**config.mk**
```make
export PLATFORM = sky130hd
export DESIGN_NAME = apb_slave_router_flat
export DESIGN_NICKNAME = d
export VERILOG_FILES = /design/src/rtl/apb_slave_router_if.sv /design/src/rtl/apb_slave_router.sv /design/src/flat_wrapper.sv
export SDC_FILE = /design/constraint.sdc
export NUM_CORES = 1
export LEC_CHECK = 0
export ABC_CLOCK_PERIOD_IN_PS = 2000
export CAP_MARGIN = 40
export CORE_AREA = 10 10 191 193
export CTS_CLUSTER_DIAMETER = 60
export DETAILED_ROUTE_END_ITERATION = 10
export DIE_AREA = 0 0 201 203
export GPL_TIMING_DRIVEN = 0
export PLACE_DENSITY = 0.65
export SLEW_MARGIN = 25
export SYNTH_ARGS = -nofsm -noshare
export SYNTH_HDL_FRONTEND = slang
export SYNTH_SLANG_ARGS = --single-unit
```
**constraint.sdc**
```tcl
create_clock -name clk -period 2 [get_ports clk]
set_clock_uncertainty 0.05 [all_clocks]
set_input_delay 0.4 -clock clk [delete_from_list [all_inputs] [get_ports clk]]
set_output_delay 0.4 -clock clk [all_outputs]
set_load 0.02 [all_outputs]
```
**src/rtl/apb_slave_router_if.sv**
```systemverilog
// Requester handshake plus per-slave request/response bundle for apb_slave_router.
// The slave modport is the router side; the master modport is the requester/slave-model side.
interface apb_slave_router_if #(
  parameter int unsigned NUM_SLV = 4,
  parameter int unsigned SEL_W   = 2,
  parameter int unsigned DW      = 32
);
  logic                    in_valid;
  logic                    in_ready;
  logic [SEL_W-1:0]        sel;
  logic [DW-1:0]           din_a;
  logic [DW-1:0]           din_b;
  logic                    out_valid;
  logic                    out_ready;
  logic [DW-1:0]           dout;
  logic                    error;
  logic [NUM_SLV-1:0]      s_valid;
  logic [NUM_SLV-1:0]      s_ready;
  logic [NUM_SLV*DW-1:0]   s_din_a;
  logic [NUM_SLV*DW-1:0]   s_din_b;
  logic [NUM_SLV-1:0]      s_rvalid;
  logic [NUM_SLV-1:0]      s_rready;
  logic [NUM_SLV*DW-1:0]   s_dout;
  logic [NUM_SLV-1:0]      s_error;

  modport slave (
    input  in_valid, sel, din_a, din_b, out_ready,
    input  s_ready, s_rvalid, s_dout, s_error,
    output in_ready, out_valid, dout, error,
    output s_valid, s_din_a, s_din_b, s_rready
  );

  modport master (
    output in_valid, sel, din_a, din_b, out_ready,
    output s_ready, s_rvalid, s_dout, s_error,
    input  in_ready, out_valid, dout, error,
    input  s_valid, s_din_a, s_din_b, s_rready
  );
endinterface

```
**src/rtl/apb_slave_router.sv**
```systemverilog
// Routes one request at a time to one of NUM_SLV slaves and returns its response.
// Optional watchdog abort of hung slaves is enabled by defining ROUTER_TIMEOUT_EN.
module apb_slave_router #(
  parameter int unsigned NUM_SLV = 4,
  parameter int unsigned SEL_W   = 2,
  parameter int unsigned DW      = 32,
  parameter int unsigned TIMEOUT = 16
) (
  input logic               clk,
  input logic               rst,
  apb_slave_router_if.slave bus
);

  if (NUM_SLV < 1 || NUM_SLV > 16 || (2 ** SEL_W) < NUM_SLV || TIMEOUT < 1) begin : g_cfg_err
    $error("apb_slave_router: invalid parameter combination");
  end

  typedef enum logic [1:0] {IDLE, REQ, RESP, OUT} state_t;

  state_t             state;
  logic [SEL_W-1:0]   sel_q;
  logic [DW-1:0]      a_q;
  logic [DW-1:0]      b_q;
  logic [DW-1:0]      dout_q;
  logic               error_q;

  logic [NUM_SLV-1:0] hit;
  logic               req_done;
  logic               rsp_done;
  logic [DW-1:0]      rsp_data;
  logic               rsp_err;

`ifdef ROUTER_TIMEOUT_EN
  localparam int unsigned CNT_W = $clog2(TIMEOUT + 1);
  logic [CNT_W-1:0]   cnt;
  logic               expired;
  assign expired = (cnt == CNT_W'(TIMEOUT - 1));
`endif

  // One-hot decode of the latched target; all-zero for an out-of-range select.
  always_comb begin
    hit = '0;
    for (int unsigned i = 0; i < NUM_SLV; i++) begin
      hit[i] = (sel_q == SEL_W'(i));
    end
  end

  assign req_done = |(bus.s_ready & hit);
  assign rsp_done = |(bus.s_rvalid & hit);

  always_comb begin
    rsp_data = '0;
    rsp_err  = 1'b0;
    for (int unsigned i = 0; i < NUM_SLV; i++) begin
      if (hit[i]) begin
        rsp_data = bus.s_dout[i*DW +: DW];
        rsp_err  = bus.s_error[i];
      end
    end
  end

  // Slave-side outputs decoded from the state and latched request only.
  always_comb begin
    bus.s_valid  = '0;
    bus.s_rready = '0;
    bus.s_din_a  = '0;
    bus.s_din_b  = '0;
    if (state == REQ) begin
      bus.s_valid = hit;
      for (int unsigned i = 0; i < NUM_SLV; i++) begin
        if (hit[i]) begin
          bus.s_din_a[i*DW +: DW] = a_q;
          bus.s_din_b[i*DW +: DW] = b_q;
        end
      end
    end
    if (state == RESP) begin
      bus.s_rready = hit;
    end
  end

  assign bus.in_ready  = (state == IDLE);
  assign bus.out_valid = (state == OUT);
  assign bus.dout      = dout_q;
  assign bus.error     = error_q;

  always_ff @(posedge clk) begin
    if (rst) begin
      state   <= IDLE;
      sel_q   <= '0;
      a_q     <= '0;
      b_q     <= '0;
      dout_q  <= '0;
      error_q <= 1'b0;
`ifdef ROUTER_TIMEOUT_EN
      cnt     <= '0;
`endif
    end else begin
      unique case (state)
        IDLE: begin
          if (bus.in_valid) begin
            sel_q <= bus.sel;
            a_q   <= bus.din_a;
            b_q   <= bus.din_b;
            if (32'(bus.sel) < NUM_SLV) begin
              state <= REQ;
`ifdef ROUTER_TIMEOUT_EN
              cnt   <= '0;
`endif
            end else begin
              state   <= OUT;
              dout_q  <= '0;
              error_q <= 1'b1;
            end
          end
        end
        REQ: begin
          if (req_done) begin
            state <= RESP;
          end
`ifdef ROUTER_TIMEOUT_EN
          else if (expired) begin
            state   <= OUT;
            dout_q  <= '0;
            error_q <= 1'b1;
          end
          cnt <= cnt + CNT_W'(1);
`endif
        end
        RESP: begin
          if (rsp_done) begin
            state   <= OUT;
            dout_q  <= rsp_data;
            error_q <= rsp_err;
          end
`ifdef ROUTER_TIMEOUT_EN
          else if (expired) begin
            state   <= OUT;
            dout_q  <= '0;
            error_q <= 1'b1;
          end
          cnt <= cnt + CNT_W'(1);
`endif
        end
        OUT: begin
          if (bus.out_ready) begin
            state <= IDLE;
          end
        end
        default: state <= IDLE;
      endcase
    end
  end

endmodule

```
**src/flat_wrapper.sv**
```systemverilog
// flat-port wrapper written by rule: the top's interface ports become plain ports
module apb_slave_router_flat 
#(
  parameter int unsigned NUM_SLV = 4,
  parameter int unsigned SEL_W   = 2,
  parameter int unsigned DW      = 32,
  parameter int unsigned TIMEOUT = 16
)
  (clk, rst, bus_in_valid, bus_sel, bus_din_a, bus_din_b, bus_out_ready, bus_s_ready, bus_s_rvalid, bus_s_dout, bus_s_error, bus_in_ready, bus_out_valid, bus_dout, bus_error, bus_s_valid, bus_s_din_a, bus_s_din_b, bus_s_rready);
  apb_slave_router_if #(.NUM_SLV(NUM_SLV), .SEL_W(SEL_W), .DW(DW)) bus_i ();
  input logic clk;
  input logic rst;
  input wire logic [$bits(bus_i.in_valid)-1:0] bus_in_valid;
  input wire logic [$bits(bus_i.sel)-1:0] bus_sel;
  input wire logic [$bits(bus_i.din_a)-1:0] bus_din_a;
  input wire logic [$bits(bus_i.din_b)-1:0] bus_din_b;
  input wire logic [$bits(bus_i.out_ready)-1:0] bus_out_ready;
  input wire logic [$bits(bus_i.s_ready)-1:0] bus_s_ready;
  input wire logic [$bits(bus_i.s_rvalid)-1:0] bus_s_rvalid;
  input wire logic [$bits(bus_i.s_dout)-1:0] bus_s_dout;
  input wire logic [$bits(bus_i.s_error)-1:0] bus_s_error;
  output wire logic [$bits(bus_i.in_ready)-1:0] bus_in_ready;
  output wire logic [$bits(bus_i.out_valid)-1:0] bus_out_valid;
  output wire logic [$bits(bus_i.dout)-1:0] bus_dout;
  output wire logic [$bits(bus_i.error)-1:0] bus_error;
  output wire logic [$bits(bus_i.s_valid)-1:0] bus_s_valid;
  output wire logic [$bits(bus_i.s_din_a)-1:0] bus_s_din_a;
  output wire logic [$bits(bus_i.s_din_b)-1:0] bus_s_din_b;
  output wire logic [$bits(bus_i.s_rready)-1:0] bus_s_rready;
  assign bus_i.in_valid = bus_in_valid;
  assign bus_i.sel = bus_sel;
  assign bus_i.din_a = bus_din_a;
  assign bus_i.din_b = bus_din_b;
  assign bus_i.out_ready = bus_out_ready;
  assign bus_i.s_ready = bus_s_ready;
  assign bus_i.s_rvalid = bus_s_rvalid;
  assign bus_i.s_dout = bus_s_dout;
  assign bus_i.s_error = bus_s_error;
  assign bus_in_ready = bus_i.in_ready;
  assign bus_out_valid = bus_i.out_valid;
  assign bus_dout = bus_i.dout;
  assign bus_error = bus_i.error;
  assign bus_s_valid = bus_i.s_valid;
  assign bus_s_din_a = bus_i.s_din_a;
  assign bus_s_din_b = bus_i.s_din_b;
  assign bus_s_rready = bus_i.s_rready;
  apb_slave_router #(.NUM_SLV(NUM_SLV), .SEL_W(SEL_W), .DW(DW), .TIMEOUT(TIMEOUT)) u_core (.clk(clk), .rst(rst), .bus(bus_i));
endmodule
```
# Word-level counts from Yosys, hierarchy flattened

Cells that the tools add are included.

Output and inout port bits: 299
Register bits: 101
Word-level logic and storage cells: 50
Bits of input ports: 210

Bitwise gates (word level): 2
Reductions and logical operators: 7
Multiplexer cells: 25
Equality and inequality tests: 10

Operator list:

| cell                                                                    | number |
|---|---|
| 32-bit two-way mux                                                      | 12 |
| 128-bit two-way mux                                                     | 2 |
| 4-bit AND                                                               | 2 |
| 2-bit == test, second input constant                                    | 4 |
| 2-bit two-way mux                                                       | 4 |
| 4-bit two-way mux                                                       | 2 |
| 2-bit one-hot mux with 4 select lines                                   | 1 |
| 4-bit OR reduction                                                      | 2 |
| 2-bit by 1-bit == test with 1-bit output, second input constant         | 2 |
| 2-bit zero test                                                         | 2 |
| 1-bit two-way mux                                                       | 4 |
| 2-bit by 1-bit inequality test with 1-bit output, second input constant | 2 |
| 2-bit inequality test, second input constant                            | 2 |
| 2-bit AND reduction                                                     | 2 |
| 4-bit AND reduction                                                     | 1 |

# Logic depth before layout (Yosys ltp)

Gate-level depths: netlist of run 1.

Depth after elaboration: 5
Mapped depth: 7
Depth with buffers taken out: 6

# Worst setup path before layout of run 1

No wires, ideal clock.

Kind: reg2out
Start: register u_core.state[1]
End: output bus_s_din_a[10]
Cell stages (with the launch flop): 7
Arrival: 1.593 ns
Data required time: 1.550 ns
Setup slack: -0.043 ns
Buffers on the path: 2
Cells stage by stage: dfxtp_1 inv_1 ha_1 nor3b_1 clkbuf_1 clkbuf_1 and2_1

Word-level cells in the longest chain between the ends: 2

RTL lines:

| element                                  | line                    | source |
|---|---|---|
| start, declared                          | apb_slave_router.sv:20  | `state_t state;` |
| start signal, assigned                   | apb_slave_router.sv:89  | `state <= IDLE;` |
| start signal, assigned                   | apb_slave_router.sv:106 | `state <= REQ;` |
| start signal, assigned                   | apb_slave_router.sv:111 | `state <= OUT;` |
| 2-bit by 1-bit == test with 1-bit output | apb_slave_router.sv:68  | `if (state == REQ) begin` |
| 128-bit two-way mux                      | apb_slave_router.sv:68  |  |
| end, declared                            | flat_wrapper.sv:27      | `output wire logic [$bits(bus_i.s_din_a)-1:0] bus_s_din_a;` |

Every way passes these cells.

# Worst setup path after layout of run 1

Start: register u_core.state[1]
End: output bus_s_din_a[11]

The elaborated chain is that of the path after synthesis.

==> results of run 1 <==
## cell type report
cell class	count	area, µm²	area share
well taps	442	553.0	0.03735
plain buffers	64	804.5	0.05433
repair buffers	598	6524	0.4406
diodes	1	2.502	0.0001690
multi-input cells	619	4537	0.3064
clock inverters	7	125.1	0.008450
clock buffers	9	225.2	0.01521
inverters	3	11.26	0.0007605
flip-flops and latches	101	2024	0.1367
## layer usage
metal	vias to the layer above	part of all wire	track usage	routed length [µm]
met5	-	0.00031	0	13
met4	2	0.020	0.04490	825
met3	30	0.085	0.06432	3573
met2	393	0.53	0.3536	22050
met1	3891	0.37	0.1905	15360
li1	3768	-	-	-
## flip-flops by register name, indices dropped and copies added, names as in the netlist
| signal | flops |
|---|---|
| u_core.bus.dout | 32 |
| u_core.state | 2 |
| u_core.a_q | 32 |
| u_core.bus.error | 1 |
| u_core.b_q | 32 |
| u_core.sel_q | 2 |
## where the power goes
group          switching [µW]  internal (µW)
registers                 452           2350
logic                    2540           2700
clock network             913           1250
## metrics by stage
step	setup WS (ns)	hold WS (ns)	total power [µW]
6_report	-0.4110	0.4039	10210
5_1_grt	-0.4866	0.4284	10710
4_1_cts	-0.4511	0.4080	9972
3_5_place_dp	-1.293	0.3979	6506
3_3_place_gp	-1.567	0.3917	6460
2_1_floorplan	0.002246	0.4069	4613
## worst max-delay path, cell delays in order, from the launching register on
cell and delay [ns]:
dfxtp_2 0.34, inv_2 0.07, ha_4 0.16, nor3b_4 0.25, buf_8 0.19, buf_12 0.15, buf_8 0.12, buf_6 0.09
and2_4 0.13, buf_6 0.11
## kinds of logic after synthesis
| logic type | count (synthesis) |
|---|---|
| compound gates | 102 |
| fa+ha+maj | 5 |
| buf+inv | 73 |
| flops | 101 |
| mux | 36 |
| simple gates | 476 |
## cell usage in the layout, fill, tap and decap left out, drive strengths merged, types with 3 or more instances in the layout
cell type and count:
buf 368, and2 258, clkdlybuf4s50 242, nand2 202, dfxtp 101, a21oi 99, clkbuf 59, mux4 34
inv 7, nand2b 5, ha 5, bufinv 3, nor2 3
## worst paths after layout
kind / start / endpoint / slack [ns] / depth (start not counted)
worst min-delay path: u_core.bus.dout[17] / u_core.bus.dout[17] / 0.40 / 2
worst min register to register: u_core.bus.dout[17] / u_core.bus.dout[17] / 0.40 / 2
worst max register to register: u_core.state[1] / u_core.state[0] / 0.03 / 8
worst max-delay path: u_core.state[1] / bus_s_din_a[11] / -0.41 / 9
## what timing repair did
item,CTS,global route
setup buffers,58,19
resized for setup,1802,271
gates cloned,18,5
setup endpoints to repair,316,317
pin swaps,1,1
==> impl_metrics.env, run 1 <==
export IMPL_fin_ws_ns=-0.4110
export IMPL_drc_errors=0
export IMPL_synth_top_area_frac=0.3260
export IMPL_placed_cells=1744
export IMPL_synthDistinctLibCells=24
export IMPL_worstSetupPathType="reg -> out"
export IMPL_cts_buffers=9
export IMPL_period_share=1.206
export IMPL_syn_avg_cell_area_um2=7.821
export IMPL_placed_area_um2=11860
export IMPL_final_util=0.4562
export IMPL_cts_buffer_depth=2
export IMPL_syn_area_um2=6202
export IMPL_routabilityCongestion=0.8223
export IMPL_finalHoldViolCount=0
export IMPL_start_kind="flop"
export IMPL_seq_area_frac_synth=0.3260
export IMPL_synth_adder_area_share=0.01009
export IMPL_fmax_ghz=0.4148
export IMPL_outcome="finished with violations"
export IMPL_worst_ep_required_time_ns=1.55
export IMPL_io_buffers=508
export IMPL_slew_viol_final=0
export IMPL_synth_mux_area_frac=0.1267
export IMPL_yosysMostFrequentCell="and2_1"
export IMPL_final_area_um2=14810
export IMPL_synth_nets=1008
export IMPL_rsz0062_at_grt="yes"
export IMPL_area_growth_pct=138.7
export IMPL_clkTransAtPathRegs_ns=0.08
export IMPL_synthXorXnorAreaFrac=0
export IMPL_yosysTopAreaCell="dfxtp_1"
export IMPL_cts_root_buf="clkbuf_16"
export IMPL_cellLeakagePower_uw=0.006246
export IMPL_stdcell_count=1844
export IMPL_powerDensity_nw_per_um2=689.3
export IMPL_grt_overflow=0
export IMPL_synthFlopType="dfxtp_1"
export IMPL_slew_limit_headroom=0.6428
export IMPL_violations="setup timing"
export IMPL_die_y_um=203
export IMPL_dieArea_um2=40800
export IMPL_period_minus_slack_ns=2.411
export IMPL_synth_compound_area_frac=0.08412
export IMPL_core_area_um2=32450
export IMPL_holdBufCountCts=0
export IMPL_cts_max_level=3
export IMPL_tightest_slew_ns=0.5358
export IMPL_synthArstFlopShare=0
export IMPL_synth_top_family_by_area="simple AND/OR/NAND/NOR gates"
export IMPL_ant_nets=0
export IMPL_grt_max_degree=20
export IMPL_grt_antenna_before_repair=1
export IMPL_ir_drop_mv=0.4391
export IMPL_syn_inst=793
export IMPL_end_kind="output port"
export IMPL_setup_viol=259
export IMPL_avgViaCountPerCell=4.384
export IMPL_drt_first_pass_iters=7
export IMPL_worstSkewPairLatency_ns=0.35
export IMPL_worstPathArrival_ns=1.96
export IMPL_wire_per_inst_um=22.68
export IMPL_drtIter0Drc=324
export IMPL_die_width_um=201
export IMPL_drive_gt1_frac=0.5161
export IMPL_cap_violations=0
export IMPL_netlist_top_cells_count="258 x and2_1, 201 x nand2_1, 101 x dfxtp_1"
export IMPL_ys_ff_latch=101
export IMPL_final_nets=1611
export IMPL_yosysWarnings=0
export IMPL_grt_usage=0.1861
export IMPL_grt_pass1_vias=8494
export IMPL_grt_pass1_wl_um=57770
export IMPL_row_count=66
export IMPL_start_util=0.1911
export IMPL_synth_edf_count=0
export IMPL_cts_tree="built"
export IMPL_fillCellCount=3029
export IMPL_vias=8084
export IMPL_synth_area_top_cells="dfxtp_1 33%, and2_1 26%, mux4_2 12%"
export IMPL_hold_class="reg -> reg"
export IMPL_worstPathMaxFanout=6
export IMPL_hpwl_um=30550
export IMPL_wl_um=41820
export IMPL_ios=509
export IMPL_setup_tns_ns=-72.55
export IMPL_synth_simple_area_share=0.3992
export IMPL_clkSinkCount=101
Power figures use the tool's default switching activity.
==> run 2, diff against run 1 <==
--- a/config.mk
+++ b/config.mk
@@ -12,7 +12,7 @@
 export DETAILED_ROUTE_END_ITERATION = 10
 export DIE_AREA = 0 0 201 203
 export GPL_TIMING_DRIVEN = 0
-export PLACE_DENSITY = 0.65
+export PLACE_DENSITY_LB_ADDON = 0.08
 export SLEW_MARGIN = 25
 export SYNTH_ARGS = -nofsm -noshare
 export SYNTH_HDL_FRONTEND = slang
==> constraint.sdc (replaced) <==
create_clock -name clk -period 2 [get_ports clk]
set_clock_uncertainty 0.05 [all_clocks]
set_input_delay 0.5 -clock clk [delete_from_list [all_inputs] [get_ports clk]]
set_output_delay 0.5 -clock clk [all_outputs]
set_load 0.02 [all_outputs]
==> run 2 against run 1 <==
The run still ends with setup timing left. Clock-buffer cell count rose by 1. Register-to-register slack improved by 0.12 ns. Combinational power shrank 13%. Critical path depth fell by 1. Global-route usage shrank 1.0 points. Sequential cell count did not move. Non-clock buffer count down 50. Utilization decreased by 6.9 points. Total power down 9.1%. First-iteration DRC count is 31% lower. Critical endpoint is now bus_s_din_a[74]. Largest power group unchanged.
==> impl_metrics.env, run 2 (synthesis gave the netlist of run 1 again) <==
export IMPL_cts_tree="built"
export IMPL_cts_max_level=3
export IMPL_worstSkewPairLatency_ns=0.35
export IMPL_powerDensity_nw_per_um2=738.1
export IMPL_hold_slack_ns=0.4047
export IMPL_ios=509
export IMPL_drtIter0Drc=222
export IMPL_die_y_um=203
export IMPL_crit_chain="inv_4 -> ha_4 -> and3b_2 -> buf_12 -> clkbuf_16 -> clkbuf_16 -> and2_4 -> buf_6"
export IMPL_ant_nets=0
export IMPL_cp_slowest_stage_delay_ns=0.37
export IMPL_worstSetupPathType="reg -> out"
export IMPL_dieArea_um2=40800
export IMPL_grt_overflow=0
export IMPL_clkTransAtPathRegs_ns=0.07
export IMPL_period_share=1.226
export IMPL_drt_first_pass_iters=4
export IMPL_slew_viol_final=0
export IMPL_wire_per_inst_um=21.47
export IMPL_rsz0062_at_grt="yes"
export IMPL_core_area_um2=32450
export IMPL_vias=7437
export IMPL_period_minus_slack_ns=2.451
export IMPL_grt_pass1_vias=7643
export IMPL_slowest_stage="dfxtp_4"
export IMPL_hpwl_um=31170
export IMPL_grt_pass1_wl_um=54080
export IMPL_routabilityCongestion=0.7616
export IMPL_drc_errors=0
export IMPL_final_nets=1561
export IMPL_fin_ws_ns=-0.4515
export IMPL_grt_max_degree=20
export IMPL_final_common_cell="clkdlybuf4s50_1"
export IMPL_start_util=0.1911
export IMPL_worstPathArrival_ns=1.90
export IMPL_violations="setup timing"
export IMPL_slew_limit_headroom=0.5517
export IMPL_wl_um=38500
export IMPL_cts_root_buf="clkbuf_16"
export IMPL_holdBufCountCts=0
export IMPL_outcome="finished with violations"
export IMPL_end_kind="output port"
export IMPL_area_growth_pct=102.7
export IMPL_worstPathMaxFanout=5
export IMPL_avgViaCountPerCell=4.148
export IMPL_cp_common_cell="clkbuf_16"
export IMPL_start_kind="flop"
export IMPL_finalHoldViolCount=0
export IMPL_cts_buffer_depth=2
export IMPL_tightest_slew_ns=0.6724
export IMPL_hold_class="reg -> reg"
export IMPL_placed_cells=1743
export IMPL_worst_ep_required_time_ns=1.45
export IMPL_ir_drop_mv=0.5553
export IMPL_cellLeakagePower_uw=0.005598
export IMPL_setup_viol=264
export IMPL_die_width_um=201
export IMPL_stdcell_count=1793
export IMPL_clkSinkCount=101
export IMPL_grt_antenna_before_repair=3
export IMPL_drive_gt1_frac=0.4615
export IMPL_fmax_ghz=0.4079
export IMPL_grt_usage=0.1760
export IMPL_row_count=66
export IMPL_cap_violations=0
export IMPL_cts_buffers=9
export IMPL_mostFrequentLayoutCells="240 x clkdlybuf4s50_1, 200 x nand2_1, 167 x and2_2"
export IMPL_io_buffers=508
-- run 2: final cells by class --
class | instances | area [µm²]
Fill cell | 3436 | 19880
Timing Repair Buffer | 543 | 4725
Multi-Input combinational cell | 619 | 4215
Sequential cell | 101 | 2027
Buffer | 69 | 711.9
Tap cell | 442 | 553.0
Clock buffer | 10 | 239.0
Clock inverter | 5 | 85.08
Inverter | 3 | 13.76
Antenna cell | 1 | 2.502
-- run 2: path summary, 6_finish.rpt --
kind / from / end / slack [ns] / cells after the start
max: u_core.state[1] / bus_s_din_a[74] / -0.45 / 8
min: u_core.bus.dout[16] / u_core.bus.dout[16] / 0.40 / 2
max reg2reg: u_core.state[1] / u_core.state[0] / 0.15 / 8
min reg2reg: u_core.bus.dout[16] / u_core.bus.dout[16] / 0.40 / 2
-- run 2: power by group --
part           total, µW  switching [µW]  internal [µW]
Combinational       4580            2270           2310
Clock               1970             834           1130
Sequential          2740             376           2360
Total               9280            3480           5800
-- run 2: stage by stage --
stage	power (µW)	setup slack (ns)	setup TNS, ns	util	cell area, µm²
finish	9279	-0.4515	-91.08	0.3874	12570
detailed placement	6481	-1.467	-335.39	0.3728	12100
global route	9882	-0.5001	-110.91	0.3874	12570
floorplan	4647	0.01901	0	-	6460
CTS	8793	-0.5059	-117.07	0.3698	12000
global placement	6463	-1.434	-333.30	0.3728	12100
-- run 2: metal layers --
metal | share of wire | wire length, µm | up-vias | GRT usage
li1 | - | - | 3675 | -
met1 | 0.38 | 14650 | 3417 | 0.1790
met2 | 0.52 | 20040 | 322 | 0.3284
met3 | 0.090 | 3466 | 19 | 0.07467
met4 | 0.0083 | 321 | 4 | 0.03543
met5 | 0.00057 | 22 | - | 0
-- run 2: critical path, delay by kind of cell (launching register included) --
kind                     cells  cell delay (ns)
buffers and inverters        5             0.60
AND/OR/NAND/NOR              2             0.40
flip-flops                   1             0.37
adder cells (fa/ha/maj)      1             0.17
-- run 2: repair_timing --
item	4_1_cts	5_1_grt
setup buffers	7	18
cloned	2	8
endpoints found under the setup margin	319	356
gates resized for setup	1083	358
pin swaps	2	2
